## src/rtl/clock_route_pkg.sv

```systemverilog
// clock_route_pkg: shared FSM state type and counter sizing for the clock route mux
package clock_route_pkg;
  typedef enum logic [1:0] {IDLE, ON, DRAIN, SETTLE} route_state_e;
  function automatic int cnt_width(input int dead_cycles);
    return (dead_cycles < 1) ? 1 : $clog2(dead_cycles + 1);
  endfunction
endpackage

```

## src/rtl/clock_cell_or.sv

```systemverilog
// clock_cell_or: two-input OR cell for merging gated clocks
module clock_cell_or (
  input  logic a_i,
  input  logic b_i,
  output logic y_o
);
  assign y_o = a_i | b_i;
endmodule

```

## src/rtl/clock_route_path_gate.sv

```systemverilog
// clock_route_path_gate: glitch-free clock gate, enable captured while the path clock is low
module clock_route_path_gate (
  input  logic clk_i,
  input  logic en_i,
  input  logic test_en_i,
  output logic clk_o
);
  logic en_q;
  always_latch begin
    if (!clk_i) en_q <= en_i | test_en_i;
  end
  assign clk_o = clk_i & en_q;
endmodule

```

## src/rtl/clock_route_path_mux_n.sv

```systemverilog
// clock_route_path_mux_n: break-before-make N-way clock path selector with gated outputs
module clock_route_path_mux_n
  import clock_route_pkg::*;
#(
  parameter  int NUM_PATHS   = 4,
  parameter  int DEAD_CYCLES = 4,
  localparam int SEL_W       = $clog2(NUM_PATHS)
) (
  input  logic                 clk,
  input  logic                 rst_n,
  input  logic [NUM_PATHS-1:0] clock_route_path_in,
  output logic                 clock_route_path_out,
  input  logic                 sel_req_valid,
  output logic                 sel_req_ready,
  input  logic [SEL_W-1:0]     sel_req_path,
  input  logic                 sel_req_off,
  input  logic                 async_test_en,
  output logic [NUM_PATHS-1:0] path_enable,
  output logic [SEL_W-1:0]     active_path,
  output logic                 path_active,
  output logic                 switch_done,
  output logic                 sel_err
);
  localparam int CW = cnt_width(DEAD_CYCLES);
  localparam int P2 = 1 << SEL_W;
  localparam logic [P2-1:0] PATH_MASK = P2'((64'd1 << NUM_PATHS) - 64'd1);

  route_state_e         state_q, state_d;
  logic [CW-1:0]        cnt_q, cnt_d;
  logic [SEL_W-1:0]     tgt_q, tgt_d, act_q, act_d;
  logic                 off_q, off_d, done_q, done_d, err_q, err_d;
  logic [NUM_PATHS-1:0] pen_q, pen_d, req_oh, tgt_oh, gated;
  logic                 accept, path_ok;

  assign sel_req_ready = (state_q == IDLE) || (state_q == ON);
  assign accept        = sel_req_valid && sel_req_ready;
  assign path_ok       = PATH_MASK[sel_req_path];
  assign req_oh        = NUM_PATHS'(1) << sel_req_path;
  assign tgt_oh        = NUM_PATHS'(1) << tgt_q;

  always_comb begin
    state_d = state_q;
    cnt_d   = cnt_q;
    tgt_d   = tgt_q;
    off_d   = off_q;
    pen_d   = pen_q;
    act_d   = act_q;
    done_d  = 1'b0;
    err_d   = 1'b0;
    case (state_q)
      IDLE, ON: begin
        if (accept) begin
          if (!sel_req_off && !path_ok) err_d = 1'b1;
          else if (sel_req_off ? (state_q == IDLE) : (state_q == ON && sel_req_path == tgt_q)) done_d = 1'b1;
          else if (state_q == IDLE) begin
            tgt_d   = sel_req_path;
            off_d   = 1'b0;
            pen_d   = req_oh;
            cnt_d   = CW'(DEAD_CYCLES);
            state_d = SETTLE;
          end else begin
            tgt_d   = sel_req_off ? tgt_q : sel_req_path;
            off_d   = sel_req_off;
            pen_d   = '0;
            cnt_d   = CW'(DEAD_CYCLES);
            state_d = DRAIN;
          end
        end
      end
      DRAIN: begin
        cnt_d = cnt_q - CW'(1);
        if (cnt_q == CW'(1)) begin
          if (off_q) begin
            state_d = IDLE;
            done_d  = 1'b1;
          end else begin
            pen_d   = tgt_oh;
            cnt_d   = CW'(DEAD_CYCLES);
            state_d = SETTLE;
          end
        end
      end
      SETTLE: begin
        cnt_d = cnt_q - CW'(1);
        if (cnt_q == CW'(1)) begin
          act_d   = tgt_q;
          state_d = ON;
          done_d  = 1'b1;
        end
      end
      default: state_d = IDLE;
    endcase
  end

  // Async clear drops every enable the instant reset asserts, even mid-switch
  always_ff @(posedge clk or negedge rst_n) begin
    if (!rst_n) begin
      state_q <= IDLE;
      cnt_q   <= '0;
      tgt_q   <= '0;
      off_q   <= 1'b0;
      pen_q   <= '0;
      act_q   <= '0;
      done_q  <= 1'b0;
      err_q   <= 1'b0;
    end else begin
      state_q <= state_d;
      cnt_q   <= cnt_d;
      tgt_q   <= tgt_d;
      off_q   <= off_d;
      pen_q   <= pen_d;
      act_q   <= act_d;
      done_q  <= done_d;
      err_q   <= err_d;
    end
  end

  assign path_enable = pen_q;
  assign active_path = act_q;
  assign path_active = (state_q == ON);
  assign switch_done = done_q;
  assign sel_err     = err_q;

  for (genvar i = 0; i < NUM_PATHS; i++) begin : g_gate
    clock_route_path_gate u_gate (
      .clk_i    (clock_route_path_in[i]),
      .en_i     (pen_q[i]),
      .test_en_i(async_test_en),
      .clk_o    (gated[i])
    );
  end

  // Balanced OR tree; each level is its own vector so no signal feeds back into itself
  logic [P2-1:0] leaf;
  assign leaf = P2'(gated);
  for (genvar l = 0; l < SEL_W; l++) begin : g_lvl
    logic [(P2 >> (l + 1))-1:0] y;
    for (genvar k = 0; k < (P2 >> (l + 1)); k++) begin : g_cell
      logic a, b;
      if (l == 0) begin : g_leaf
        assign a = leaf[2*k];
        assign b = leaf[2*k+1];
      end else begin : g_node
        assign a = g_lvl[l-1].y[2*k];
        assign b = g_lvl[l-1].y[2*k+1];
      end
      clock_cell_or u_or (.a_i(a), .b_i(b), .y_o(y[k]));
    end
  end
  assign clock_route_path_out = g_lvl[SEL_W-1].y[0];
endmodule

```

## config.mk

```make
export PLATFORM = sky130hd
export DESIGN_NAME = clock_route_path_mux_n
export DESIGN_NICKNAME = d
export VERILOG_FILES = /design/src/rtl/clock_route_pkg.sv /design/src/rtl/clock_cell_or.sv /design/src/rtl/clock_route_path_gate.sv /design/src/rtl/clock_route_path_mux_n.sv
export SDC_FILE = /design/constraint.sdc
export NUM_CORES = 1
export LEC_CHECK = 0
export CAP_MARGIN = 15
export CORE_UTILIZATION = 50
export CTS_CLUSTER_DIAMETER = 40
export DETAILED_ROUTE_END_ITERATION = 10
export GPL_ROUTABILITY_DRIVEN = 0
export PLACE_DENSITY = 0.8
export SLEW_MARGIN = 20
export SYNTH_ARGS = -nofsm -noshare
export SYNTH_HDL_FRONTEND = slang
export SYNTH_HIERARCHICAL = 1
export SYNTH_SLANG_ARGS = --single-unit
```

## constraint.sdc

```tcl
create_clock -name clk -period 4.3 [get_ports clk]
set_clock_uncertainty 0.15 [all_clocks]
set_input_delay 0.86 -clock clk [delete_from_list [all_inputs] [get_ports clk]]
set_output_delay 0.86 -clock clk [all_outputs]
set_load 0.005 [all_outputs]
```

==> reports/metrics.yaml <==
status:
  status: "completed"
sta:
  fin_ws_ns: 1.00
  fmax_ghz: 0.303
  unclocked_regs: 4
  setup_viol: 0
  finalCritPeriodShare: 0.767
  finalHoldViolCount: 0
  worst_slew_pin_slew_ns: 0.664
  final_max_slew_viol_count: 0
  whs_ns: 0.345
  untimed_endpoints: 4
  min_period_ns: 3.30
  grt_setup_unrepaired: "false"
  final.setup.tns_ns: 0
  relSlewSlack: 0.556
critical_path:
  critPathTopFamily: "buffers and inverters"
  critical_path.cell_chain: "clkdlybuf4s50_1 -> and2_1 -> or2_1 -> or2_1 -> clkdlybuf4s50_1"
  path_max_fanout: 2
  slowest_stage: "clkdlybuf4s50_1"
  cp.arrival_ns: 2.29
  critPathKind: "input port to output pin"
  rrSetupSlack_ns: 2.70
  crit_required_ns: 3.29
  critPathBufInv: 2
  end_kind: "output pin"
  slowest_delay_ns: 0.44
  critPathLaunchType: "input port"
routing:
  drtPass1Iterations: 4
  vias: 759
  wl_per_cell_um: 13.0
  ant_nets: 0
  viasPerCell: 5.31
  route.detailed.drc: 0
  drt_iter0_markers: 19
  wl_um: 1850
power:
  powerDensity_nw_per_um2: 554
  ir_worst_vdd_mv: 0.317
  leakage_nw: 0.528
place:
  placed_cells: 139
  portBuffers: 20
  post-dp-hpwl_um: 1460
  post-place-ws_ns: 1.00
cells_and_area:
  syn2layout_area_growth_pct: 25.0
  num-nets-final: 132
  n_antenna_cell: 0
  nFillCells: 158
  drive_gt1_frac: 0.127
  utilization: 0.677
  finalNonFillerCells: 143
floorplan:
  initial_core_util: 0.541
  die-area_um2: 2090
  die_w_um: 45.7
  rows: 15
  core_area_um2: 1760
  die_h_um: 45.7
  io_pins: 22
global_routing:
  grt_pass1_wl_um: 3150
  globalRoute.totalOverflow: 0
  grt.total_usage: 0.217
  antenna_found_initial: 0
  grt_pass1_vias: 735
  grt_max_degree: 16
cts:
  cts.repair.resized: 0
  clock_path_buffers: 2
  cts_tree: "built"
  h-tree-depth: 1
  clk_pin_slew_worst_paths_ns: 0.09
  postCtsSetupBuffers: 0
  ctsHoldBuffers: 0
  cts_root_buffer: "clkbuf_4"
  clk_latency_ns: 0.28
  cts_buffers: 3
synth:
  synthCells: 96
  synth_nets: 109
  yosysTopAreaCellShare: 0.393
  synthTopCellsByArea: "dfrtp_1, dlxtn_1, o2bb2ai_1"
  synth_largest_area_cell: "dfrtp_1"
  avgSynthCellArea_um2: 9.94
  synth_common_cells: "dfrtp_1, nor2_1, or2_1, inv_1, o2bb2ai_1"
  synth_edf_count: 0
  netlist_area_um2: 955
  synth_seq_cells: 19
  synth_flop_cell: "dfrtp_1"
  ys.warnings.count: 6
  async_flop_share: 0.789
  synthDistinctLibCells: 35
  synthMostInstantiatedCell: "dfrtp_1"
run:
  cap_violations: 0
hold_path:
  min_path_type: "flip-flop to flip-flop"
==> placed cells by master (no fill, tap or decap), types with 2 or more instances in the layout <==
cell type | Yosys | routed
clkdlybuf4s50_1 | 0 | 20
inv_2 | 2 | 2
clkbuf_4 | 0 | 3
a21o_1 | 3 | 3
dlxtn_1 | 4 | 4
and2_1 | 4 | 4
nand3_1 | 3 | 3
a21oi_1 | 3 | 3
inv_1 | 6 | 6
xnor2_1 | 2 | 2
dfrtp_1 | 15 | 15
ha_1 | 2 | 2
o2bb2ai_1 | 6 | 6
o21ai_0 | 4 | 4
nor2_1 | 9 | 9
or2_1 | 7 | 7
nor3_1 | 3 | 3
nand2_1 | 4 | 4
==> through the flow <==
| step | instance area (um^2) | total power [mW] |
|---|---|---|
| 6_report | 1190 | 0.661 |
| 5_1_grt | 1190 | 0.722 |
| 4_1_cts | 1190 | 0.665 |
| 3_5_place_dp | 1170 | 0.584 |
| 3_3_place_gp | 1170 | 0.566 |
| 2_1_floorplan | 955 | 0.469 |
==> tightest hold or removal path: stages, from the launching register on <==
cell,delay [ns]
dfrtp_1,0.36
nand2_1,0.05
o21ai_0,0.06
==> cells by family (layout without fill, tap and decap cells) <==
logic type	after synthesis	after routing	synth area share
flip-flops	15	15	0.393
XOR/XNOR	2	2	0.0184
AND/OR/NAND/NOR	37	37	0.218
latches	4	4	0.0629
multiplexers	2	2	0.0275
adder cells (fa/ha/maj)	2	2	0.0262
buffers and inverters	10	32	0.0511
other	1	1	0.00393
AO/OA/AOI/OAI	23	23	0.199
==> area by class of cell <==
cell class                      count  area [um^2]  area share
Tap cell                           25         31.3      0.0262
Multi-Input combinational cell     67          470       0.394
Clock buffer                        4         26.3      0.0220
Timing Repair Buffer               20          200       0.168
Sequential cell                    19          435       0.365
Inverter                            8         30.0      0.0252
==> registers in the layout (all words and copies together), names as in the netlist <==
signal / flops
state_q: 2
cnt_q: 3
g_gate.u_gate/en_q: 4
switch_done: 1
active_path: 2
path_enable: 4
off_q: 1
tgt_q: 2
==> where the power goes <==
group | internal (mW) | switching [mW] | total (mW)
combinational | 0.169 | 0.143 | 0.312
sequential | 0.206 | 0.0632 | 0.269
clock | 0.0360 | 0.0438 | 0.0799
==> final timing paths <==
| check | from | endpoint | depth (start not counted) |
|---|---|---|---|
| min in group asynchronous | rst_n | state_q[0]$_DFFE_PN0P_ | 1 |
| max in group asynchronous | rst_n | path_enable[0]$_DFFE_PN0P_ | 1 |
| min reg2reg | active_path[0]$_DFFE_PN0P_ | active_path[0]$_DFFE_PN0P_ | 2 |
| min | active_path[0]$_DFFE_PN0P_ | active_path[0]$_DFFE_PN0P_ | 2 |
| max reg2reg | cnt_q[1]$_DFFE_PN0P_ | active_path[1]$_DFFE_PN0P_ | 5 |
| max | clock_route_path_in[3] | clock_route_path_out | 5 |
==> metal layers <==
layer | global-route usage | share of wire | vias to the layer above
met2 | 0.360 | 0.51 | 27
li1 | - | - | 376
met4 | 0.0941 | 0.0081 | 0
met3 | 0.0675 | 0.044 | 3
met1 | 0.258 | 0.43 | 353
met5 | 0 | 0 | -
Power figures use the tool's default switching activity.
